File: config.mk
export PLATFORM = sky130hd
export DESIGN_NAME = seq_divider
export DESIGN_NICKNAME = d
export VERILOG_FILES = /design/src/rtl/div_pkg.sv /design/src/rtl/div_step.sv /design/src/rtl/seq_divider.sv
export SDC_FILE = /design/constraint.sdc
export NUM_CORES = 1
export LEC_CHECK = 0
export BUFFER_PORTS_ARGS = -buffer_cell sky130_fd_sc_hd__buf_2
export CORE_AREA = 3 3 76 93
export DETAILED_ROUTE_END_ITERATION = 6
export DIE_AREA = 0 0 79 96
export PLACE_DENSITY = 0.65
export SYNTH_ARGS = -nofsm -noshare
export SYNTH_HDL_FRONTEND = slang
export SYNTH_SLANG_ARGS = --single-unit
File: constraint.sdc
create_clock -name clk -period 2.9 [get_ports clk]
set_input_delay 0.29 -clock clk [delete_from_list [all_inputs] [get_ports clk]]
set_output_delay 0.29 -clock clk [all_outputs]
set_load 0.1 [all_outputs]
File: src/rtl/div_pkg.sv
// Shared definitions for the sequential divider.
//   DEF_W     : default divisor/remainder width (dividend/quotient are 2*W)
//   state_t   : FSM encoding IDLE/RUN/DONE (2 bits)
//   cnt_width : iteration counter width for a given W, i.e. $clog2(2*W)
package div_pkg;
  localparam int DEF_W = 8;

  typedef enum logic [1:0] {
    ST_IDLE = 2'd0,
    ST_RUN  = 2'd1,
    ST_DONE = 2'd2
  } state_t;

  function automatic int cnt_width(input int w);
    return (2 * w > 1) ? $clog2(2 * w) : 1;
  endfunction
endpackage

File: src/rtl/div_step.sv
// One restoring-division iteration (combinational).
//   pr      : current partial remainder (W+1 bits)
//   din     : next dividend bit, shifted in at the LSB
//   d       : divisor
//   pr_next : partial remainder after the trial subtract / restore
//   qbit    : quotient bit produced by this iteration
module div_step
  import div_pkg::*;
#(
  parameter int W = DEF_W
) (
  input  logic [W:0]   pr,
  input  logic         din,
  input  logic [W-1:0] d,
  output logic [W:0]   pr_next,
  output logic         qbit
);
  logic [W+1:0] shifted;
  logic [W+1:0] trial;

  // One extra bit of headroom so the borrow of the trial subtract shows
  // up as the sign bit; the shifted value always fits in W+1 bits.
  always_comb begin
    shifted = {pr, din};
    trial   = shifted - {2'b00, d};
    qbit    = ~trial[W+1];
    pr_next = qbit ? trial[W:0] : shifted[W:0];
  end
endmodule

File: src/rtl/seq_divider.sv
// Iterative unsigned restoring divider, one quotient bit per clock.
// 2W-bit dividend / W-bit divisor -> 2W-bit quotient, W-bit remainder.
//   clk, rst  : clock, asynchronous active-high reset
//   start     : request, sampled only in IDLE or DONE
//   dividend  : numerator, captured on accept
//   divisor   : denominator, captured on accept
//   busy      : high while iterating (RUN)
//   done      : one-cycle pulse, results valid
//   quotient  : result, held until next accept
//   remainder : result, held until next accept
//   div0      : captured divisor was zero (quotient all ones)
module seq_divider
  import div_pkg::*;
#(
  parameter int W = DEF_W
) (
  input  logic           clk,
  input  logic           rst,
  input  logic           start,
  input  logic [2*W-1:0] dividend,
  input  logic [W-1:0]   divisor,
  output logic           busy,
  output logic           done,
  output logic [2*W-1:0] quotient,
  output logic [W-1:0]   remainder,
  output logic           div0
);
  localparam int CW = cnt_width(W);
  localparam logic [CW-1:0] LAST = CW'(2 * W - 1);

  state_t         state;
  logic [W-1:0]   dvs;  // latched divisor
  logic [W:0]     pr;   // partial remainder
  logic [2*W-1:0] sq;   // dividend shifts out MSB-first, quotient shifts in
  logic [CW-1:0]  cnt;
  logic [W:0]     pr_next;
  logic           qbit;

  div_step #(.W(W)) u_step (
    .pr      (pr),
    .din     (sq[2*W-1]),
    .d       (dvs),
    .pr_next (pr_next),
    .qbit    (qbit)
  );

  always_ff @(posedge clk or posedge rst) begin
    if (rst) begin
      state <= ST_IDLE;
      busy  <= 1'b0;
      done  <= 1'b0;
      div0  <= 1'b0;
      dvs   <= '0;
      pr    <= '0;
      sq    <= '0;
      cnt   <= '0;
    end else begin
      case (state)
        ST_IDLE, ST_DONE: begin
          done <= 1'b0;
          busy <= 1'b0;
          if (start) begin
            dvs <= divisor;
            cnt <= '0;
            if (divisor == '0) begin
              // Divide by zero skips iteration and reports immediately.
              state <= ST_DONE;
              done  <= 1'b1;
              div0  <= 1'b1;
              sq    <= '1;
              pr    <= {1'b0, dividend[W-1:0]};
            end else begin
              state <= ST_RUN;
              busy  <= 1'b1;
              div0  <= 1'b0;
              sq    <= dividend;
              pr    <= '0;
            end
          end else begin
            state <= ST_IDLE;
          end
        end
        ST_RUN: begin
          sq  <= {sq[2*W-2:0], qbit};
          pr  <= pr_next;
          cnt <= cnt + CW'(1);
          if (cnt == LAST) begin
            state <= ST_DONE;
            busy  <= 1'b0;
            done  <= 1'b1;
          end
        end
        default: begin
          state <= ST_IDLE;
          busy  <= 1'b0;
          done  <= 1'b0;
        end
      endcase
    end
  end

  assign quotient  = sq;
  assign remainder = pr[W-1:0];
endmodule

## Yosys cells after proc, flatten, opt, wreduce, memory -nomap -nowiden

Cells that the tools add are included.
W data, S select, Z words.

- Eq/ne operators: 5
- Multiplexer cells: 21
- Bitwise gates (word level): 1
- Add/subtract/negate cells: 2
- Shifts and indexed selects: 0
- Div/mod/pow operators: 0
- $mul: 0
- $lt $le $gt $ge: 0
- Reduce and logical (&&, ||, !) cells: 6

Operators by type and width:

| operator | number |
|---|---|
| $mux W16 | 2 |
| $pmux W16 S2 | 1 |
| $mux W9 | 2 |
| $pmux W9 S2 | 1 |
| $sub A10 B8 Y10 | 1 |
| $logic_not A8 Y1 | 1 |
| $mux W8 | 1 |
| $pmux W4 S2 | 1 |
| $mux W1 | 6 |
| $mux W2 | 3 |
| $add A4 B1 Y4 const B | 1 |
| $eq A4 B4 Y1 const B | 1 |
| $mux W4 | 1 |
| $ne A2 B2 Y1 const B | 2 |
| $pmux W1 S2 | 2 |
| $pmux W2 S2 | 1 |
| $reduce_and A2 Y1 | 2 |
| $eq A2 B1 Y1 const B | 1 |
| $eq A2 B2 Y1 const B | 1 |
| $logic_not A2 Y1 | 1 |
| $reduce_bool A2 Y1 | 1 |
| $reduce_or A2 Y1 | 1 |
| $not A1 Y1 | 1 |

- Input port bits: 27
- Logic and storage cells: 43
- Memories kept: 0
- Bits in read-only memories: 0
- Bits in registers: 42
- RAM bits: 0
- Bits in latches: 0

## Depth between registers and ports, before layout

Gate-level depths: netlist of run 1.

- Depth in word-level cells: 4
- Mapped depth: 9
- Depth with buffers taken out: 9

## Hierarchy

A second synthesis of run 1 with hierarchy kept.

- Cells, all modules: 234
- Area total of the unflattened synthesis: 2441.1 sq um

Modules (own cells, without submodules):

| module | seq. area each (sq um) | instances | area an instance (sq um) | cells each |
|---|---|---|---|---|
| seq_divider | 1026.0 | 1 | 1875.5 | 162 |
| div_step | 0.0 | 1 | 565.5 | 72 |

## Least setup slack after synthesis of run 1

No wires, ideal clock.

- Path kind: register to register
- From: register pr[5]
- To: register pr[0]
- Arrival time: 2191 ps
- Path buffers: 1
- Stages on the path, launching flop included: 8
- Period minus slack after synthesis: 2264 ps
- Slack: 636 ps
- Cells stage by stage: dfrtp_1 -> ha_1 -> a211o_1 -> or4b_1 -> and4_1 -> buf_6 -> mux2_4 -> a21oi_2

- Word-level cells in the longest chain between the ends: 3

Ends and longest elaborated chain:

| item | line | text |
|---|---|---|
| start: declaration | seq_divider.sv:33 | `logic [W:0] pr;` |
| start signal: assignment | seq_divider.sv:71 | `pr <= {1'b0, dividend[W-1:0]};` |
| start signal: assignment | seq_divider.sv:85 | `pr <= pr_next;` |
| $sub A10 B8 Y10 | div_step.sv:25 | `trial = shifted - {2'b00, d};` |
| $mux W9 | div_step.sv:27 | `pr_next = qbit ? trial[W:0] : shifted[W:0];` |
| $pmux W9 S2 | seq_divider.sv:58 | `case (state)` |

No other way between the ends.
A chain may end at the register's enable or synchronous reset.

## Worst setup path after layout of run 1

Ends and elaborated chain as after synthesis.

==> impl_metrics.json, run 1 <==
{
  "yosysWarnings": 0,
  "drt-initial-drc-count": 132,
  "slew_headroom_pct": 58.41,
  "cts_buffer_depth": 2,
  "period_minus_slack_ns": 2.427,
  "grt_pass1_vias": 1869,
  "hold_class": "in2async",
  "initial_utilization_pct": 37.26,
  "syn_avg_cell_area_um2": 8.929,
  "ioPinCount": 54,
  "hold_buffers": 0,
  "root_buffer": "clkbuf_8",
  "setup_violations": 0,
  "finalSetupTns_ns": 0,
  "cts_resized": 0,
  "outcome": "completed",
  "row_count": 32,
  "critPathKind": "reg2reg",
  "fillers": 681,
  "first_pass_iters": 4,
  "post_cts_buffers": 0,
  "arrival_ns": 2.64,
  "setup_ws_ns": 0.4733,
  "htreeDepth": 2,
  "ys.flop_type": "dfrtp_1",
  "yosysUniqueCellTypes": 44,
  "synthArstFlopShare_pct": 100.0,
  "antenna_found_initial": 0,
  "place_hpwl_um": 4126,
  "maxCapViolCount": 0,
  "tightest_slew_ns": 0.6210,
  "die_h_um": 96,
  "period_share_pct": 83.68,
  "die-area_um2": 7584,
  "ant_nets": 0,
  "grt_pass1_wl_um": 9135,
  "rsz0062_at_grt": "false",
  "gp_congestion": 0.8122,
  "drc_errors": 0,
  "via_per_inst": 5.300,
  "die_w_um": 79,
  "final_util_pct": 43.81,
  "ys_seq_area_share_pct": 42.46,
  "insertion_delay_ns": 0.29,
  "path_clk_slew_ns": 0.08,
  "syn_inst": 264,
  "syn_nets": 301,
  "routed_wl_um": 5729,
  "portBuffers": 53,
  "synth_edf_count": 0,
  "cts_tree": "built",
  "via_count": 2067,
  "cts_sinks": 40,
  "grt_max_degree": 41,
  "nNetsFinal": 342,
  "critPathLaunchType": "flip-flop",
  "fmax_mhz": 412.1,
  "hold_viol": 0,
  "track_usage_pct": 15.24,
  "skew_ns": 0.008464,
  "core_area_um2": 6326,
  "netlist_area_um2": 2357,
  "wire_per_inst_um": 14.69,
  "maxSlewViolCount": 0,
  "ys_ff_latch": 40,
  "cp_max_fo": 10,
  "num_antenna_cells": 0,
  "cp-end-kind": "flip-flop",
  "place_ws_ns": 0.4968,
  "grt_overflow": 0,
  "crit_required_ns": 3.12,
  "layout-drive-gt1-share_pct": 23.93,
  "numCtsBuffers": 5,
  "area_growth_pct": 17.57
}
==> state kept, by name (all words and copies together) (netlist names) <==
signal,count
state,2
div0,1
quotient,16
cnt,4
pr,9
dvs,8
==> kinds of logic after synthesis <==
kind of cell    count (synthesis)  synth area share (%)
compound gates                 83                 22.24
fa+ha+maj                      10                 5.626
xor+xnor                        5                 1.858
mux                             6                 2.973
buf+inv                        37                 7.696
flops                          40                 42.46
simple gates                   83                 17.14
==> cell type report <==
| class | count | area [µm²] | share of cell area (%) |
|---|---|---|---|
| flip-flops and latches | 40 | 1001 | 36.12 |
| repair buffers | 59 | 310.3 | 11.20 |
| well taps | 85 | 106.4 | 3.837 |
| clock buffers | 5 | 68.82 | 2.483 |
| clock inverters | 2 | 60.06 | 2.167 |
| multi-input cells | 187 | 1180 | 42.57 |
| inverters | 12 | 45.04 | 1.625 |
==> worst max-delay path: stages (launching register included) <==
cell and delay [ns]:
dfrtp_1 0.41, ha_1 0.36, a211o_1 0.32, or4b_1 0.46
and4_1 0.31, mux2_4 0.36, a21oi_2 0.12
==> cell usage after synthesis, types with 2 or more instances <==
cell type	instances	area, µm²
nand2b_1	5	31.28
o311ai_0	2	17.52
dfrtp_1	40	1001
a22oi_1	15	112.6
or4_1	2	15.01
mux2i_1	4	40.04
and3_1	6	37.54
inv_1	12	45.04
a21oi_2	2	17.52
o211ai_1	2	15.01
and4_1	2	17.52
xnor2_1	3	26.28
mux2_4	2	30.03
xor2_1	2	17.52
nand2_1	37	138.9
nand3_1	11	55.05
a31oi_1	3	18.77
a211oi_1	4	30.03
nor3_1	3	15.01
buf_4	9	67.56
clkbuf_1	13	48.80
a21oi_1	10	50.05
ha_1	9	112.6
o31ai_1	2	15.01
nor2b_1	6	37.54
o21ai_0	33	165.2
nor2_1	8	30.03
==> final timing paths <==
check                            from      to  slack, ns  depth (start not counted)
max reg2reg                     pr[5]   pr[0]       0.47                          6
min reg2reg                      div0    div0       0.48                          2
min in group clk           divisor[4]  dvs[4]       0.21                          3
max                             pr[5]   pr[0]       0.47                          6
max in group asynchronous         rst  dvs[6]       2.43                          3
min                               rst  dvs[2]        0.1                          3
==> per-stage QoR <==
step                std cells  cell area [µm²]  hold slack, ns
finish                    390             2771         0.09904
global placement          383             2643          0.4443
detailed placement        383             2643          0.4448
floorplan                 264             2357          0.3954
CTS                       390             2771          0.1288
global route              390             2771          0.1662
==> cells in the final DEF (no fill, tap or decap), types with 3 or more instances in the layout <==
cell,n
a21oi_1,10
a22oi_1,15
nor2b_1,4
nand2_1,37
dfrtp_1,40
and3_1,6
mux2i_1,4
inv_1,12
a211oi_1,4
nor2_1,8
o21ai_0,33
buf_4,6
nor3_1,3
xnor2_1,3
nand3_1,11
ha_1,9
buf_2,53
clkbuf_8,5
a31oi_1,3
nand2b_1,5
==> metal layers <==
metal / vias to the layer above / global-route usage (%) / share of wire, %
li1: 1016 / - / -
met1: 995 / 19.57 / 45
met2: 52 / 25.21 / 49
met3: 4 / 3.933 / 5.7
met4: 0 / 4.728 / 1.1
met5: - / 0 / 0
Power of run 1 is left out: the tool's default activity adds up to more than one toggle a clock period on the data nets, which glitch-free logic cannot reach.
==> run 2, diff against run 1 <==
==> constraint.sdc (replaced) <==
create_clock -name clk -period 2.3 [get_ports clk]
set_input_delay 0.23 -clock clk [delete_from_list [all_inputs] [get_ports clk]]
set_output_delay 0.23 -clock clk [all_outputs]
set_load 0.1 [all_outputs]
==> run 2 against run 1 <==
Compared with the run above: via count up 2.4%; sequential cell count unchanged; worst hold slack worse by 0.049 ns; first-iteration DRC count is 1.5% lower; cell area up 3.1%; fmax up 11%; non-clock buffer count grew 15; core utilization grew 1.4 points; routed wire length rose by 2.6%; critical endpoint is now pr[1]; largest cell class unchanged.
==> impl_metrics.json, run 2 (synthesis results as in run 1) <==
{
  "hold_class": "in2async",
  "maxSlewViolCount": 0,
  "initial_utilization_pct": 37.26,
  "root_buffer": "clkbuf_8",
  "grt_max_degree": 44,
  "drc_errors": 0,
  "fmax_mhz": 455.4,
  "via_per_inst": 5.214,
  "period_share_pct": 95.48,
  "portBuffers": 53,
  "htreeDepth": 2,
  "layout_commonest_cell": "buf_2",
  "largest_register_ffs": 16,
  "num_antenna_cells": 0,
  "fillers": 661,
  "endpoint": "pr[1]",
  "critPathKind": "reg2reg",
  "slew_headroom_pct": 53.55,
  "ioPinCount": 54,
  "cp_max_fo": 8,
  "die-area_um2": 7584,
  "hold_viol": 0,
  "layout-drive-gt1-share_pct": 28.35,
  "regToRegEndpoint": "pr[1]",
  "cts_sinks": 40,
  "r2r-start": "dvs[6]",
  "crit_required_ns": 2.53,
  "cts_buffer_depth": 2,
  "seqCellArea_um2": 1001,
  "path_clk_slew_ns": 0.08,
  "grt_pass1_wl_um": 9418,
  "maxCapViolCount": 0,
  "gp_congestion": 0.8341,
  "row_count": 32,
  "cts_tree": "built",
  "setup.worst_path.start": "dvs[6]",
  "numCtsBuffers": 5,
  "ant_nets": 0,
  "antenna_found_initial": 0,
  "grt_pass1_vias": 1983,
  "grt_overflow": 0,
  "via_count": 2117,
  "first_pass_iters": 4,
  "die_w_um": 79,
  "core_area_um2": 6326,
  "reg2reg_depth": 7,
  "insertion_delay_ns": 0.30,
  "area_growth_pct": 21.23,
  "hold_buffers": 0,
  "final_util_pct": 45.17,
  "multi_input_area_um2": 1195,
  "die_h_um": 96,
  "nNetsFinal": 357,
  "arrival_ns": 2.43,
  "wire_per_inst_um": 14.48,
  "cp-end-kind": "flip-flop",
  "period_minus_slack_ns": 2.196,
  "place_hpwl_um": 4240,
  "drt-initial-drc-count": 130,
  "setup_violations": 0,
  "skew_ns": 0.005402,
  "track_usage_pct": 15.80,
  "tightest_slew_ns": 0.6942,
  "outcome": "completed",
  "final_cell_mix": "53 x buf_2, 40 x dfrtp_1, 37 x nand2_1",
  "reg2reg_slack_ns": 0.10,
  "routed_wl_um": 5877,
  "critPathLaunchType": "flip-flop"
}
-- run 2: area by class of cell --
cell class              count  area share, %
clock buffers               5          2.408
repair buffers             74          14.80
well taps                  85          3.722
inverters                  12          1.576
flip-flops and latches     40          35.03
clock inverters             3         0.6567
multi-input cells         187          41.81
-- run 2: per-layer routing --
layer | track usage (%) | part of all wire [%] | vias to the layer above
met2 | 25.00 | 47 | 57
li1 | - | - | 1051
met3 | 3.464 | 4.4 | 12
met5 | 0 | 0 | -
met4 | 6.734 | 2.4 | 0
met1 | 20.87 | 47 | 997
-- run 2: critical path, cell delays in order, from the launching register on --
cell and delay [ns]:
dfrtp_1 0.37, inv_1 0.10, ha_4 0.22, a211o_1 0.32, or4b_1 0.47, and4_4 0.20, mux2_4 0.31, a21oi_2 0.13
-- run 2: worst min path at each step --
stage	from	end	slack (ns)	cells after the start
after floorplan	divisor[0]	dvs[0]	0.34	2
after global placement	rst	dvs[1]	0.39	3
after detailed placement	rst	dvs[2]	0.39	3
after CTS	rst	dvs[2]	0.07	3
after global routing	rst	dvs[2]	0.1	3
final	rst	dvs[2]	0.05	3
-- run 2: what timing repair did --
item,4_1_cts,5_1_grt
endpoints found under the setup margin,4,6
resized for setup,1,2
setup buffers,0,2
pin swaps,0,1
endpoints found under the hold margin,0,0
gates cloned,0,0
-- run 2: stage by stage --
step           worst slack, ns  hold WS, ns  setup TNS, ns  cells  instance area [µm²]
2_1_floorplan          0.03605       0.3354              0    264                 2357
3_3_place_gp           0.01204       0.3874              0    396                 2740
3_5_place_dp          -0.04216       0.3941        -0.1307    396                 2740
4_1_cts              0.0003961      0.06964              0    404                 2829
5_1_grt              -0.003182      0.09881      -0.003182    406                 2858
6_report                0.1041      0.05022              0    406                 2858
Power of run 2 is left out for the same reason.
